### config.mk
export PLATFORM = sky130hd
export DESIGN_NAME = rf_wb_arbiter
export DESIGN_NICKNAME = d
export VERILOG_FILES = /design/src/rtl/rv_pkg.sv /design/src/rtl/wb_fifo.sv /design/src/rtl/rf_wb_arbiter.sv
export SDC_FILE = /design/constraint.sdc
export NUM_CORES = 1
export LEC_CHECK = 0
export ABC_CLOCK_PERIOD_IN_PS = 4500
export CORE_MARGIN = 4
export CORE_UTILIZATION = 54
export CTS_BUF_LIST = sky130_fd_sc_hd__clkbuf_16
export DETAILED_ROUTE_END_ITERATION = 8
export PLACE_DENSITY_LB_ADDON = 0.05
export SLEW_MARGIN = 10
export SYNTH_ARGS = -nofsm -noshare
export SYNTH_HDL_FRONTEND = slang
export SYNTH_HIERARCHICAL = 1
export SYNTH_SLANG_ARGS = --single-unit
### constraint.sdc
create_clock -name clk -period 4.5 [get_ports clk]
set_input_delay 1.125 -clock clk [delete_from_list [all_inputs] [get_ports clk]]
set_output_delay 1.125 -clock clk [all_outputs]
set_load 0.1 [all_outputs]
### src/rtl/rv_pkg.sv
// Purpose: shared widths and the writeback request record for the RF write-port arbiter.
// Latency: n/a (types and constants only).
// Backpressure: n/a.
// Contents: XLEN, REG_ADDR_W, wb_req_t {rd, data}.
package rv_pkg;

    localparam int XLEN       = 64;
    localparam int REG_ADDR_W = 5;

    // One pending register-file write: destination and value.
    typedef struct packed {
        logic [REG_ADDR_W-1:0] rd;
        logic [XLEN-1:0]       data;
    } wb_req_t;

endpackage

### src/rtl/wb_fifo.sv
// Purpose: small circular buffer of wb_req_t entries holding long-latency results.
// Latency: a push is visible at the head the cycle after it is written.
// Backpressure: full/empty come from current occupancy only; push when full and pop when empty are ignored.
// Ports: clk, rst (sync, active-high), push/push_dat, pop, full, empty, head,
//        ent_vld/ent_rd (per-slot occupancy and destination, for hazard compares).
module wb_fifo
    import rv_pkg::*;
#(
    parameter int DEPTH = 4
) (
    input  logic                                  clk,
    input  logic                                  rst,
    input  logic                                  push,
    input  wb_req_t                               push_dat,
    input  logic                                  pop,
    output logic                                  full,
    output logic                                  empty,
    output wb_req_t                               head,
    output logic [DEPTH-1:0]                      ent_vld,
    output logic [DEPTH-1:0][REG_ADDR_W-1:0]      ent_rd
);

    localparam int AW = $clog2(DEPTH);

    wb_req_t       mem [DEPTH];
    logic [AW-1:0] wr_ptr;
    logic [AW-1:0] rd_ptr;
    logic [AW:0]   count;
    logic          do_push;
    logic          do_pop;

    assign full    = (count == (AW+1)'(DEPTH));
    assign empty   = (count == '0);
    assign head    = mem[rd_ptr];
    assign do_push = push && !full;
    assign do_pop  = pop && !empty;

    always_ff @(posedge clk) begin
        if (rst) begin
            wr_ptr <= '0;
            rd_ptr <= '0;
            count  <= '0;
        end else begin
            if (do_push) wr_ptr <= wr_ptr + 1'b1;
            if (do_pop)  rd_ptr <= rd_ptr + 1'b1;
            case ({do_push, do_pop})
                2'b10:   count <= count + 1'b1;
                2'b01:   count <= count - 1'b1;
                default: count <= count;
            endcase
        end
    end

    // Storage needs no reset: slot contents are only meaningful through ent_vld.
    always_ff @(posedge clk) begin
        if (do_push) mem[wr_ptr] <= push_dat;
    end

    // A slot is live when its distance from the read pointer (mod DEPTH) is below occupancy.
    always_comb begin
        logic [AW-1:0] off;
        off     = '0;
        ent_vld = '0;
        ent_rd  = '0;
        for (int i = 0; i < DEPTH; i++) begin
            off        = AW'(i) - rd_ptr;
            ent_vld[i] = ({1'b0, off} < count);
            ent_rd[i]  = mem[i].rd;
        end
    end

endmodule

### src/rtl/rf_wb_arbiter.sv
// Purpose: shares the single register-file write port between the WB stage (A) and buffered long-latency results (B).
// Latency: A written 1 cycle after a_valid; B written >= 2 cycles after acceptance, head waits at most STARVE_MAX+2 cycles.
// Backpressure: wb_stall holds WB for one cycle per starvation event; b_ready drops while the B buffer is full.
// Ports: clk, rst (sync, active-high); a_valid/a_rd/a_data -> wb_stall; b_valid/b_rd/b_data <-> b_ready;
//        rs1_addr/rs2_addr -> rs1_pend/rs2_pend (combinational hazards); rf_we/rf_rd/rf_data registered write port.
module rf_wb_arbiter #(
    parameter int XLEN       = rv_pkg::XLEN,
    parameter int DEPTH      = 4,
    parameter int STARVE_MAX = 8
) (
    input  logic            clk,
    input  logic            rst,
    input  logic            a_valid,
    input  logic [4:0]      a_rd,
    input  logic [XLEN-1:0] a_data,
    output logic            wb_stall,
    input  logic            b_valid,
    output logic            b_ready,
    input  logic [4:0]      b_rd,
    input  logic [XLEN-1:0] b_data,
    input  logic [4:0]      rs1_addr,
    input  logic [4:0]      rs2_addr,
    output logic            rs1_pend,
    output logic            rs2_pend,
    output logic            rf_we,
    output logic [4:0]      rf_rd,
    output logic [XLEN-1:0] rf_data
);

    import rv_pkg::*;

    localparam int CNT_W = $clog2(STARVE_MAX + 1);

    logic                             fifo_full;
    logic                             fifo_empty;
    logic                             fifo_push;
    logic                             fifo_pop;
    wb_req_t                          fifo_head;
    wb_req_t                          b_req;
    wb_req_t                          grant_req;
    logic [DEPTH-1:0]                 ent_vld;
    logic [DEPTH-1:0][REG_ADDR_W-1:0] ent_rd;
    logic [CNT_W-1:0]                 cnt;
    logic                             starve;
    logic                             grant_a;
    logic                             grant_b;

    assign b_req     = '{rd: b_rd, data: b_data};
    assign b_ready   = !fifo_full && !rst;
    // x0 results complete the handshake but never occupy a slot.
    assign fifo_push = b_valid && b_ready && (b_rd != 5'd0);
    assign fifo_pop  = grant_b;
    assign wb_stall  = starve;

    wb_fifo #(
        .DEPTH (DEPTH)
    ) u_fifo (
        .clk      (clk),
        .rst      (rst),
        .push     (fifo_push),
        .push_dat (b_req),
        .pop      (fifo_pop),
        .full     (fifo_full),
        .empty    (fifo_empty),
        .head     (fifo_head),
        .ent_vld  (ent_vld),
        .ent_rd   (ent_rd)
    );

    // Priority: starved buffer head, then WB, then buffer head in idle cycles.
    always_comb begin
        starve    = !rst && !fifo_empty && (cnt == CNT_W'(STARVE_MAX));
        grant_b   = !rst && !fifo_empty && (starve || !a_valid);
        grant_a   = !rst && a_valid && !starve;
        grant_req = grant_b ? fifo_head : '{rd: a_rd, data: a_data};
    end

    // Counts consecutive WB wins while something is waiting; any pop or an empty buffer restarts it.
    always_ff @(posedge clk) begin
        if (rst) begin
            cnt <= '0;
        end else if (fifo_pop || fifo_empty) begin
            cnt <= '0;
        end else if (grant_a) begin
            cnt <= cnt + 1'b1;
        end
    end

    always_ff @(posedge clk) begin
        if (rst) begin
            rf_we   <= 1'b0;
            rf_rd   <= '0;
            rf_data <= '0;
        end else begin
            rf_we <= (grant_a || grant_b) && (grant_req.rd != 5'd0);
            if (grant_a || grant_b) begin
                rf_rd   <= grant_req.rd;
                rf_data <= grant_req.data;
            end
        end
    end

    // A source is pending while its write sits in the buffer or in the output register.
    always_comb begin
        logic hit1;
        logic hit2;
        hit1 = rf_we && (rf_rd == rs1_addr);
        hit2 = rf_we && (rf_rd == rs2_addr);
        for (int i = 0; i < DEPTH; i++) begin
            if (ent_vld[i] && (ent_rd[i] == rs1_addr)) hit1 = 1'b1;
            if (ent_vld[i] && (ent_rd[i] == rs2_addr)) hit2 = 1'b1;
        end
        rs1_pend = (rs1_addr != 5'd0) && hit1;
        rs2_pend = (rs2_addr != 5'd0) && hit2;
    end

endmodule

==> metrics.yaml <==
ys_types: 44
cp_num_cells: 7
wl_per_cell_um: 21.18
design_area_mm2: 0.01811
io_buffers: 225
die_h_um: 172.7
firstDrtPassIters: 5
cts.clk_slew.worst_paths_ns: 0.06
power_leakage_nw: 6.088
root_buffer: "clkbuf_16"
dp_cells: 1391
yosysSeqAreaShare_pct: 67.94
dp_hpwl_um: 20020
ys_ff_latch: 359
r2r_cells: 13
clockBufferDepth: 3
min_path_type: "reg2reg"
fmax_ghz: 0.2506
drt_iter0_drc: 535
crit_top_cell: "nand3_1"
cp-end-kind: "output port"
ys_warn_count: 6
routed_wl_um: 30970
synth_area_mm2: 0.01465
cts_setup_buffers: 0
met2_length_um: 15180
final_nets: 1254
grt_setup_unrepaired: "false"
tightest_slew_ns: 1.035
areaGrowthSynthToFinish_pct: 23.67
max-slew-margin-rel_pct: 30.75
path_cells: "clkdlybuf4s50_1, xor2_1, nor4_1, nand3_1, nand3_1, o22a_1, buf_12"
fillers: 1908
cts_resized: 0
setup_viol: 0
h-tree-depth: 2
grt_pass1_wl_um: 49070
drive_gt1_share_pct: 14.21
post-route-period-util_pct: 88.68
grt_max_degree: 57
cp_max_fo: 6
clkSinkCount: 359
hold_depth: 1
final.setup.tns_ns: 0
gr-total-overflow: 0
layout.cells.non_filler: 1462
io_pins: 226
period_needed_ns: 3.991
synth_cells: 891
start_kind: "primary input"
cp_num_buf_inv: 2
clock_latency_ns: 0.51
vias: 8296
cts_tree: "yes"
wl_met1_um: 13120
cp.required_ns: 3.38
top_layer: "met5"
core-area_mm2: 0.02680
dpl-instance-area_mm2: 0.01700
start_util_pct: 54.65
place_congestion: 0.8271
grt_pass1_vias: 8531
hold_viol: 0
viasPerCell: 5.674
drc: 0
status: "finished, final reports clean"
antenna_found_initial: 3
cts_buffers: 38
slew_viol_final: 0
fin_worst_skew_ns: 0.01611
cp.arrival_ns: 2.87
ant_nets: 0
synth_nets: 1055
dieArea_mm2: 0.02982
crit_family: "buffers and inverters"
crit_slowest_cell: "clkdlybuf4s50_1"
critPathMaxStageDelay_ns: 0.56
track_usage_pct: 20.73
path_class: "in2out"
p_per_area_mw_per_mm2: 428.6
avgSynthCellArea_um2: 16.44
cts_hold_buffers: 0
row_count: 60
cap_violations: 0
irDropWorstVdd_uv: 316.1
die_w_um: 172.7
wl_met3_um: 2133
report.power.total_mw: 7.763
## report_power, final
part           total, mW  leakage [nW]  internal (mW)  switching [mW]
Sequential          3.77          3.20           3.70          0.0695
Clock               2.75         0.594           1.57            1.18
Combinational       1.24          2.30          0.390           0.851
Total               7.76          6.09           5.66            2.10
## registers in the layout, summed over array words and instances (netlist names), named ones only
name / cells
cnt: 4
u_fifo/wr_ptr: 2
u_fifo/count: 3
u_fifo/rd_ptr: 2
u_fifo/mem: 276
rf_data: 64
rf_we: 1
rf_rd: 5
## layout make-up
cell class	instances	area (um2)	area share [%]
repair buffers	243	2472	13.65
flip-flops and latches	359	9957	54.97
multi-input cells	433	4088	22.57
clock inverters	30	131.4	0.7253
inverters	15	56.30	0.3109
diodes	2	5.005	0.02763
well taps	341	426.7	2.356
clock buffers	39	975.9	5.388
## synth_stat cells, drive strengths merged
master / instances / area, um2
edfxtp: 276 / 8288
dfxtp: 83 / 1662
mux4: 69 / 1554
buf: 62 / 495.5
o21ai: 57 / 285.3
nand3b: 55 / 425.4
o22ai: 54 / 337.8
xor2: 44 / 385.4
nor2: 29 / 111.4
clkbuf: 22 / 82.58
mux2i: 16 / 160.2
a211oi: 15 / 112.6
inv: 15 / 56.31
nand3: 14 / 70.07
xnor2: 12 / 105.1
ha: 11 / 137.6
a21oi: 10 / 50.05
nor4: 10 / 62.56
nand2: 7 / 36.29
nor3: 5 / 36.29
and2: 4 / 25.02
nand2b: 4 / 25.02
or2: 3 / 18.77
or3: 3 / 18.77
or4: 3 / 22.52
o22a: 2 / 17.52
a21o: 1 / 7.510
a311oi: 1 / 8.760
fa: 1 / 20.02
nor3b: 1 / 12.51
o21bai: 1 / 7.510
o31ai: 1 / 7.510
## cells by family after synthesis
family	Yosys count	share of synthesized area (%)
AO/OA/AOI/OAI	142	5.698
XOR/XNOR	56	3.349
adder cells (fa/ha/maj)	12	1.076
buffers and inverters	99	4.331
flip-flops	359	67.94
multiplexers	85	11.70
AND/OR/NAND/NOR	138	5.904
## layout by cell type, fill, tap and decap left out, drive strengths merged, types with 3 or more instances in the layout
master	instances
and2	4
nor3	5
clkinv	13
edfxtp	276
o21ai	57
ha	11
mux2i	16
or2	3
buf	23
dfxtp	83
nand3b	55
mux4	69
or3	3
nand3	14
o22ai	54
nor4	10
xor2	44
nor2	29
nand2b	4
nand2	7
or4	3
a211oi	15
xnor2	12
clkdlybuf4s50	220
clkbuf	39
inv	31
a21oi	10
## per-stage QoR
stage	hold WS [ns]	utilization, %	worst slack, ns
final	0.4741	67.58	0.5094
after detailed placement	0.4593	63.43	0.5207
after CTS	0.4755	67.56	0.5236
after global routing	0.5040	67.58	0.3606
after global placement	0.4563	63.43	0.5393
after floorplan	0.4297	-	0.3198
## per-layer routing
metal	global-route usage [%]	vias to the layer above
li1	-	3870
met2	34.27	252
met5	0	-
met4	5.288	2
met1	28.02	4126
met3	5.247	46
## path summary, 6_finish.rpt
path         slack [ns]                         start                            to
min                0.47           cnt[0]$_SDFFE_PP0P_           cnt[0]$_SDFFE_PP0P_
max reg2reg        1.73  u_fifo/count[0]$_SDFFE_PP0P_  u_fifo/count[2]$_SDFFE_PP0P_
max                0.51                   rs1_addr[3]                      rs1_pend
min reg2reg        0.47           cnt[0]$_SDFFE_PP0P_           cnt[0]$_SDFFE_PP0P_
No activity file was read; power rests on OpenSTA's default activity.
